===== src/rtl/alu_div_seq.sv =====
// alu_div_seq
//   Multi-cycle restoring divider for the EX stage. It takes over the shared
//   32-bit ALU in subtract mode for ITER cycles, one quotient bit per cycle,
//   and handles signed and unsigned divides. It holds the pipeline while the
//   divide runs.
//
//   State table:
//     S_IDLE | waiting for start; latches operands and magnitudes
//     S_RUN  | one shift-subtract iteration per cycle through the shared ALU
//     S_FIN  | results valid, done pulses, pipeline released
//
// Ports:
//   clk, reset               clock; synchronous active-high reset
//   start, signed_op         divide request and signedness (sampled in IDLE)
//   dividend, divisor        operands (sampled with start)
//   alu_sel                  1 = ALU operands/Signal come from this block
//   alu_signal               ALU Signal code (always SUB_CODE)
//   alu_dataA, alu_dataB     ALU operands while alu_sel=1, otherwise 0
//   alu_result               ALU dataOut
//   busy, stall, done        status: not idle, pipeline hold, result pulse
//   quotient, remainder      results, held until the next accepted start
module alu_div_seq #(
  parameter logic [2:0] SUB_CODE = 3'b110,
  parameter int         ITER     = 32
) (
  input  logic        clk,
  input  logic        reset,
  input  logic        start,
  input  logic        signed_op,
  input  logic [31:0] dividend,
  input  logic [31:0] divisor,
  output logic        alu_sel,
  output logic [2:0]  alu_signal,
  output logic [31:0] alu_dataA,
  output logic [31:0] alu_dataB,
  input  logic [31:0] alu_result,
  output logic        busy,
  output logic        stall,
  output logic        done,
  output logic [31:0] quotient,
  output logic [31:0] remainder
);

  localparam int            CW       = $clog2(ITER);
  localparam logic [CW-1:0] CNT_LAST = CW'(ITER - 1);

  typedef enum logic [1:0] {S_IDLE, S_RUN, S_FIN} state_t;

  state_t        state_q, state_d;
  logic [31:0]   r_q, r_d;
  logic [31:0]   q_q, q_d;
  logic [31:0]   d_q, d_d;
  logic [CW-1:0] cnt_q, cnt_d;
  logic          q_neg_q, q_neg_d;
  logic          r_neg_q, r_neg_d;
  logic [31:0]   quotient_q, quotient_d;
  logic [31:0]   remainder_q, remainder_d;

  logic [31:0]   a_mag, b_mag;
  logic [31:0]   rs;
  logic          r_msb, borrow, sub_ok;
  logic [31:0]   r_nx, q_nx;

  always_ff @(posedge clk) begin
    if (reset) begin
      state_q     <= S_IDLE;
      r_q         <= '0;
      q_q         <= '0;
      d_q         <= '0;
      cnt_q       <= '0;
      q_neg_q     <= 1'b0;
      r_neg_q     <= 1'b0;
      quotient_q  <= '0;
      remainder_q <= '0;
    end else begin
      state_q     <= state_d;
      r_q         <= r_d;
      q_q         <= q_d;
      d_q         <= d_d;
      cnt_q       <= cnt_d;
      q_neg_q     <= q_neg_d;
      r_neg_q     <= r_neg_d;
      quotient_q  <= quotient_d;
      remainder_q <= remainder_d;
    end
  end

  always_comb begin
    state_d     = state_q;
    r_d         = r_q;
    q_d         = q_q;
    d_d         = d_q;
    cnt_d       = cnt_q;
    q_neg_d     = q_neg_q;
    r_neg_d     = r_neg_q;
    quotient_d  = quotient_q;
    remainder_d = remainder_q;

    alu_sel     = 1'b0;
    alu_signal  = SUB_CODE;
    alu_dataA   = '0;
    alu_dataB   = '0;
    stall       = 1'b0;

    // Magnitudes use a local negate so the ALU stays free for the pipeline.
    a_mag = (signed_op && dividend[31]) ? (~dividend + 32'd1) : dividend;
    b_mag = (signed_op && divisor[31])  ? (~divisor  + 32'd1) : divisor;

    // 33-bit shifted remainder {r_msb, rs}; the ALU only sees the low 32 bits,
    // so the unsigned borrow is rebuilt from the operand and result MSBs.
    r_msb  = r_q[31];
    rs     = {r_q[30:0], q_q[31]};
    borrow = (~rs[31] & d_q[31]) | (~(rs[31] ^ d_q[31]) & alu_result[31]);
    sub_ok = r_msb | ~borrow;
    r_nx   = sub_ok ? alu_result : rs;
    q_nx   = {q_q[30:0], sub_ok};

    unique case (state_q)
      S_IDLE: begin
        stall = start;
        if (start) begin
          if (divisor == 32'd0) begin
            quotient_d  = 32'hFFFF_FFFF;
            remainder_d = dividend;
            state_d     = S_FIN;
          end else begin
            q_d     = a_mag;
            r_d     = '0;
            d_d     = b_mag;
            cnt_d   = '0;
            q_neg_d = signed_op & (dividend[31] ^ divisor[31]);
            r_neg_d = signed_op & dividend[31];
            state_d = S_RUN;
          end
        end
      end
      S_RUN: begin
        alu_sel   = 1'b1;
        alu_dataA = rs;
        alu_dataB = d_q;
        stall     = 1'b1;
        r_d       = r_nx;
        q_d       = q_nx;
        cnt_d     = cnt_q + 1'b1;
        if (cnt_q == CNT_LAST) begin
          // Results land on the edge into FIN so they are visible with done.
          quotient_d  = q_neg_q ? (~q_nx + 32'd1) : q_nx;
          remainder_d = r_neg_q ? (~r_nx + 32'd1) : r_nx;
          state_d     = S_FIN;
        end
      end
      S_FIN: begin
        state_d = S_IDLE;
      end
      default: begin
        state_d = S_IDLE;
      end
    endcase
  end

  assign busy      = (state_q != S_IDLE);
  assign done      = (state_q == S_FIN);
  assign quotient  = quotient_q;
  assign remainder = remainder_q;

endmodule

===== config.mk =====
export PLATFORM = sky130hd
export DESIGN_NAME = alu_div_seq
export DESIGN_NICKNAME = d
export VERILOG_FILES = /design/src/rtl/alu_div_seq.sv
export SDC_FILE = /design/constraint.sdc
export NUM_CORES = 1
export LEC_CHECK = 0
export ABC_CLOCK_PERIOD_IN_PS = 3600
export CORE_MARGIN = 3
export CORE_UTILIZATION = 47
export DETAILED_ROUTE_END_ITERATION = 8
export PLACE_DENSITY_LB_ADDON = 0.12
export SLEW_MARGIN = 20
export SYNTH_ARGS = -nofsm -noshare
export SYNTH_HDL_FRONTEND = slang
export SYNTH_SLANG_ARGS = --single-unit

===== constraint.sdc =====
create_clock -name clk -period 3.6 [get_ports clk]
set_clock_uncertainty 0.05 [all_clocks]
set_input_delay 0.72 -clock clk [delete_from_list [all_inputs] [get_ports clk]]
set_output_delay 0.72 -clock clk [all_outputs]
set_load 0.05 [all_outputs]

After elaboration in Yosys (flattened, before gate mapping)

Cells that the tools add are included.

Bits in registers: 169
Output and inout bits: 135

Add/sub/neg operators: 5
Multiplexer cells: 30
Bitwise gates (word level): 16
Reduce and logical (&&, ||, !) cells: 10
Eq/ne operators: 7

Operators by type and width:

| cell                  | count |
|---|---|
| $mux 32               | 17 |
| $pmux 32 s2           | 4 |
| $add 32x1->32 const B | 4 |
| $not 32->32           | 4 |
| $logic_not 32->1      | 1 |
| $mux 5                | 2 |
| $pmux 5 s2            | 1 |
| $ne 2x2->1 const B    | 4 |
| $mux 2                | 3 |
| $reduce_and 3->1      | 2 |
| $add 5x1->5 const B   | 1 |
| $eq 5x5->1 const B    | 1 |
| $and 1x1->1           | 4 |
| $not 1->1             | 4 |
| $pmux 2 s2            | 1 |
| $reduce_and 4->1      | 1 |
| $reduce_bool 2->1     | 2 |
| $eq 2x1->1 const B    | 1 |
| $eq 2x2->1 const B    | 1 |
| $logic_and 1x1->1     | 2 |
| $logic_not 2->1       | 1 |
| $or 1x1->1            | 2 |
| $pmux 1 s2            | 1 |
| $reduce_and 2->1      | 1 |
| other kinds (2)       | 3 |

Logic depth before layout (Yosys ltp)

Word-level depth: 12
Depth in mapped cells: 15
Mapped depth without buffers: 12

Worst setup path after synthesis

OpenSTA, ideal clock, no wires.

Kind: flip-flop to flip-flop
Start: register r_q[30]
End: register remainder_q[22], in the netlist remainder[22]
Slack: -0.072 ns
Data required time: 3.428 ns
Cell stages (with the launch flop): 16
Setup time: 0.122 ns
Buffers on the path: 3
Arrival time: 3.500 ns
Period minus slack after synthesis: 3.672 ns
Cells stage by stage: dfxtp_1 > inv_1 > ha_1 > a21o_1 > nand2_1 > buf_2 > buf_2 > mux2i_1 > ha_1 > nor3b_1 > nand4_1 > and2_1 > clkbuf_1 > o41ai_1 > nor3_1 > a221o_1

Cells in the longest elaborated chain, start to end: 12
Elaborated cells on any way between the ends: 14
Classes of those cells: add/sub (1); mux (4); bitwise (9)

RTL lines:

| element                | RTL line | RTL |
|---|---|---|
| from (decl)            | 50       | `logic [31:0] r_q, r_d;` |
| from (signal assigned) | 77       | `r_q <= r_d;` |
| $xor 1x1->1            | 113      | `borrow = (~rs[31] & d_q[31]) \| (~(rs[31] ^ d_q[31]) & alu_result[31]);` |
| $not 1->1              | 113      |  |
| $and 1x1->1            | 113      |  |
| $or 1x1->1 *           | 113      |  |
| $not 1->1 *            | 114      | `sub_ok = r_msb \| ~borrow;` |
| $or 1x1->1 *           | 114      |  |
| $mux 32 *              | 115      | `r_nx = sub_ok ? alu_result : rs;` |
| $not 32->32            | 148      | `remainder_d = r_neg_q ? (~r_nx + 32'd1) : r_nx;` |
| $add 32x1->32          | 148      |  |
| $mux 32 *              | 148      |  |
| $mux 32 *              | 145      | `if (cnt_q == CNT_LAST) begin` |
| $pmux 32 s2 *          | 118      | `unique case (state_q)` |
| to (signal assigned)   | 84       | `remainder_q <= remainder_d;` |
| to (decl)              | 57       | `logic [31:0] remainder_q, remainder_d;` |

Every way passes the cells marked *; elsewhere a longest branch is shown, timed or not. The select of a mux whose other input is x is not followed.
A chain may end at the register's enable or synchronous reset.

Final worst setup path

Start: input port alu_result[31]
End: register remainder_q[28], in the netlist remainder[28]

Cells in the longest elaborated chain, start to end: 10

RTL lines:

| element       | RTL line | RTL |
|---|---|---|
| from (decl)   | 36       | `input logic [31:0] alu_result,` |
| $and 1x1->1 * | 113      |  |
| $or 1x1->1 *  | 113      |  |
| $not 1->1 *   | 114      |  |
| $or 1x1->1 *  | 114      |  |
| $mux 32 *     | 115      |  |
| $not 32->32   | 148      |  |
| $add 32x1->32 | 148      |  |
| $mux 32 *     | 148      |  |
| $mux 32 *     | 145      |  |
| $pmux 32 s2 * | 118      |  |

Marks and branches as above.

==> results.yml <==
status:
  status: "finished clean"
synth:
  ys_seq_elements: 169
  synth_warnings: 0
  synth_area_sq_mm: 0.0110
  synth_area_per_cell_sq_um: 7.90
  synth-async-reset-ratio_pct: 0
  synth_seq_area_share_pct: 30.8
  synth_cells: 1390
  synthFlopType: "dfxtp_1"
  synth_cell_types: 82
  synth_edf_count: 0
placed_design:
  hpwlAfterDp_um: 28800
  preCtsSetupSlack_ns: -0.148
  gp_congestion: 1.00
  portBuffers: 231
  dpl_cell_area_sq_mm: 0.0139
clock_tree:
  hold_buffers: 0
  cts_root_buf: "clkbuf_16"
  clk_pin_slew_ns: 0.07
  clkSinkCount: 169
  h-tree-depth: 4
  post_cts_buffers: 0
  cts_tree: "yes"
  cts_buffer_depth: 2
  cts_resized: 0
  clk_latency_ns: 0.44
  cts_buffers: 17
sta:
  tightest_slew_ns: 1.06
  grt_setup_unrepaired: "no"
  setup_viol_count_final: 0
  fin_ws_ns: 0.294
  final-hold-violation-count: 0
  fin_crit_sh_pct: 91.8
  slew_violations: 0
  fmax_ghz: 0.302
  slew_headroom_pct: 29.5
  layout_min_cycle_time_ns: 3.31
routing:
  wl_um: 39300
  vias: 11657
  firstDrtPassIters: 7
  routedWlPerCell_um: 20.6
  detail-route-antenna-nets: 0
  drtIter0Drc: 1061
  viasPerCell: 6.10
  drc: 0
final_layout:
  syn_to_final_growth_pct: 32.3
  layout.nets: 1691
  drive_gt1_share_pct: 14.0
  finish.utilization_pct: 63.8
  fill_cells: 1985
  antenna_cells: 0
  final_area_sq_mm: 0.0145
die:
  die_h_um: 159
  rows: 55
  core_sq_mm: 0.0228
  pin_count: 235
  dieArea_sq_mm: 0.0252
  die_x_um: 159
  start_util_pct: 48.2
setup_path:
  worstPathMaxFanout: 8
  cp.required_ns: 3.84
  worstSetupPathType: "input pin to register"
  worst-r2r-setup-slack_ns: 0.35
  cp-end-kind: "register"
  cp.arrival_ns: 3.54
  crit_path_start_kind: "input pin"
global_routing:
  grt_use_total_pct: 30.2
  grt-ovfl-total: 0
  grt_max_degree: 87
  grt_antenna_before_repair: 0
  grt_pass1_wl_um: 61900
  grt_pass1_vias: 10969
job:
  drv_cap: 0
power:
  p_leak_nw: 5.31
  swShare_pct: 34.8
  clkPwrFrac_pct: 36.2
  p_int_w: 0.00341
  pwr-share-seq_pct: 39.4
  p_sw_w: 0.00182
  ir_drop_mv: 0.343
  p_comb_share_pct: 24.4
  p_per_area_mw_per_mm2: 361
worst_hold_path:
  hold_class: "register to register"
cells by family (layout without fill, tap and decap cells):
kind of cell | Yosys count | in the layout | synth area share [%]
buffers and inverters | 140 | 346 | 6.01
AO/OA/AOI/OAI | 396 | 396 | 25.6
adder cells (fa/ha/maj) | 7 | 7 | 0.798
other | 2 | 3 | 0.0684
multiplexers | 38 | 38 | 3.56
AND/OR/NAND/NOR | 540 | 540 | 25.4
XOR/XNOR | 98 | 98 | 7.82
flip-flops | 169 | 169 | 30.8
path summary, 6_finish.rpt:
path / from / endpoint / depth (start not counted)
worst max-delay path: alu_result[31] / remainder[28]$_SDFFE_PP0P_ / 11
worst min-delay path: d_q[20]$_SDFFE_PP0P_ / d_q[20]$_SDFFE_PP0P_ / 2
worst max register to register: r_q[30]$_SDFFE_PP0P_ / remainder[28]$_SDFFE_PP0P_ / 12
worst min register to register: d_q[20]$_SDFFE_PP0P_ / d_q[20]$_SDFFE_PP0P_ / 2
per-stage QoR:
step	hold WS (ns)	instances	total power (W)	TNS (ns)
3_3_place_gp	0.387	1878	0.00334	0
6_report	0.405	1910	0.00524	0
5_1_grt	0.428	1910	0.00546	0
4_1_cts	0.409	1910	0.00524	0
3_5_place_dp	0.396	1878	0.00335	-0.418
2_1_floorplan	0.377	1391	0.00286	0
cell usage after synthesis (5+ instances only):
master	count	area [sq um]
a311oi_2	12	180
nor4_1	26	163
inv_1	23	86.3
nor4_4	5	106
o41ai_1	15	131
a31o_2	8	70.1
mux2i_1	30	300
a41oi_1	9	78.8
ha_1	7	87.6
o211ai_1	22	165
a31oi_1	29	181
nand3_1	25	125
a21oi_1	91	455
dfxtp_1	169	3380
nor2b_1	5	31.3
a211o_1	10	87.6
or4_1	14	105
and3_1	7	43.8
o22ai_1	8	50.1
buf_4	12	90.1
xor2_1	37	324
buf_6	7	78.8
nor2_1	190	713
nor4b_1	5	43.8
o31ai_1	17	128
o21ai_0	57	285
nor3_1	42	210
nand4_1	13	81.3
buf_2	11	55.1
a211oi_1	55	413
or3_1	9	56.3
clkbuf_1	80	300
o221a_2	5	56.3
a22oi_1	12	90.1
and2_1	76	475
mux2_2	8	90.1
xnor2_1	61	534
nand2_1	93	349
routing by layer:
metal  up-vias  track usage (%)  part of all wire [%]
li1       5477                -                     -
met1      5556             41.7                    43
met2       553             46.6                    45
met3        71             7.28                   8.8
met4         0             9.43                   2.8
met5         -                0                     0
worst max-delay path: stages:
cell and delay, ns:
clkdlybuf4s50_1 0.50, a21o_1 0.22, nand2_2 0.11, mux2i_1 0.28
ha_1 0.23, nor3b_1 0.19, nand4_1 0.13, and2_1 0.32
nor4_1 0.45, mux2i_1 0.28, a311oi_2 0.11
layout by cell type (no fill, tap or decap), types with 5 or more instances in the layout:
master	count
o41ai_1	14
a31o_2	8
mux2_2	8
nor4_4	5
xor2_1	37
nor2_1	190
inv_8	6
inv_1	23
o31ai_1	17
o22ai_1	8
a22oi_1	11
nand4_1	13
a211o_1	10
clkinv_8	5
a31oi_1	28
buf_4	85
nor3_1	42
a311oi_2	12
mux2i_1	30
dfxtp_1	169
ha_1	7
nor2b_1	5
and2_1	76
nand2_1	91
clkdlybuf4s50_1	166
nor4b_1	5
o221a_2	5
or3_1	9
nor4_1	26
or4_1	14
o21ai_0	57
a41oi_1	9
and3_1	7
o211ai_1	22
buf_12	38
a21oi_1	91
clkbuf_16	17
xnor2_1	61
a211oi_1	55
nand3_1	25
state kept, by name, summed over array words and instances (netlist names):
signal and cells:
d_q 32, quotient 32, q_q 32, r_neg_q 1, cnt_q 5, r_q 32, remainder 32, q_neg_q 1
state_q 2
final cells by class:
cell class	count	area, sq um	area share [%]
clock inverters	15	191	1.32
flip-flops and latches	169	3380	23.3
well taps	313	392	2.70
multi-input cells	1082	6980	48.0
repair buffers	289	3060	21.1
inverters	25	93.8	0.646
clock buffers	17	425	2.93
power by group through the flow:
stage          Combinational [W]  Sequential, W  Clock, W
2_1_floorplan           0.000796        0.00206         0
3_3_place_gp             0.00124        0.00210         0
3_5_place_dp             0.00125        0.00210         0
4_1_cts                  0.00126        0.00206   0.00193
5_1_grt                  0.00138        0.00207   0.00201
6_report                 0.00128        0.00206   0.00190
Power figures use the tool's default switching activity.
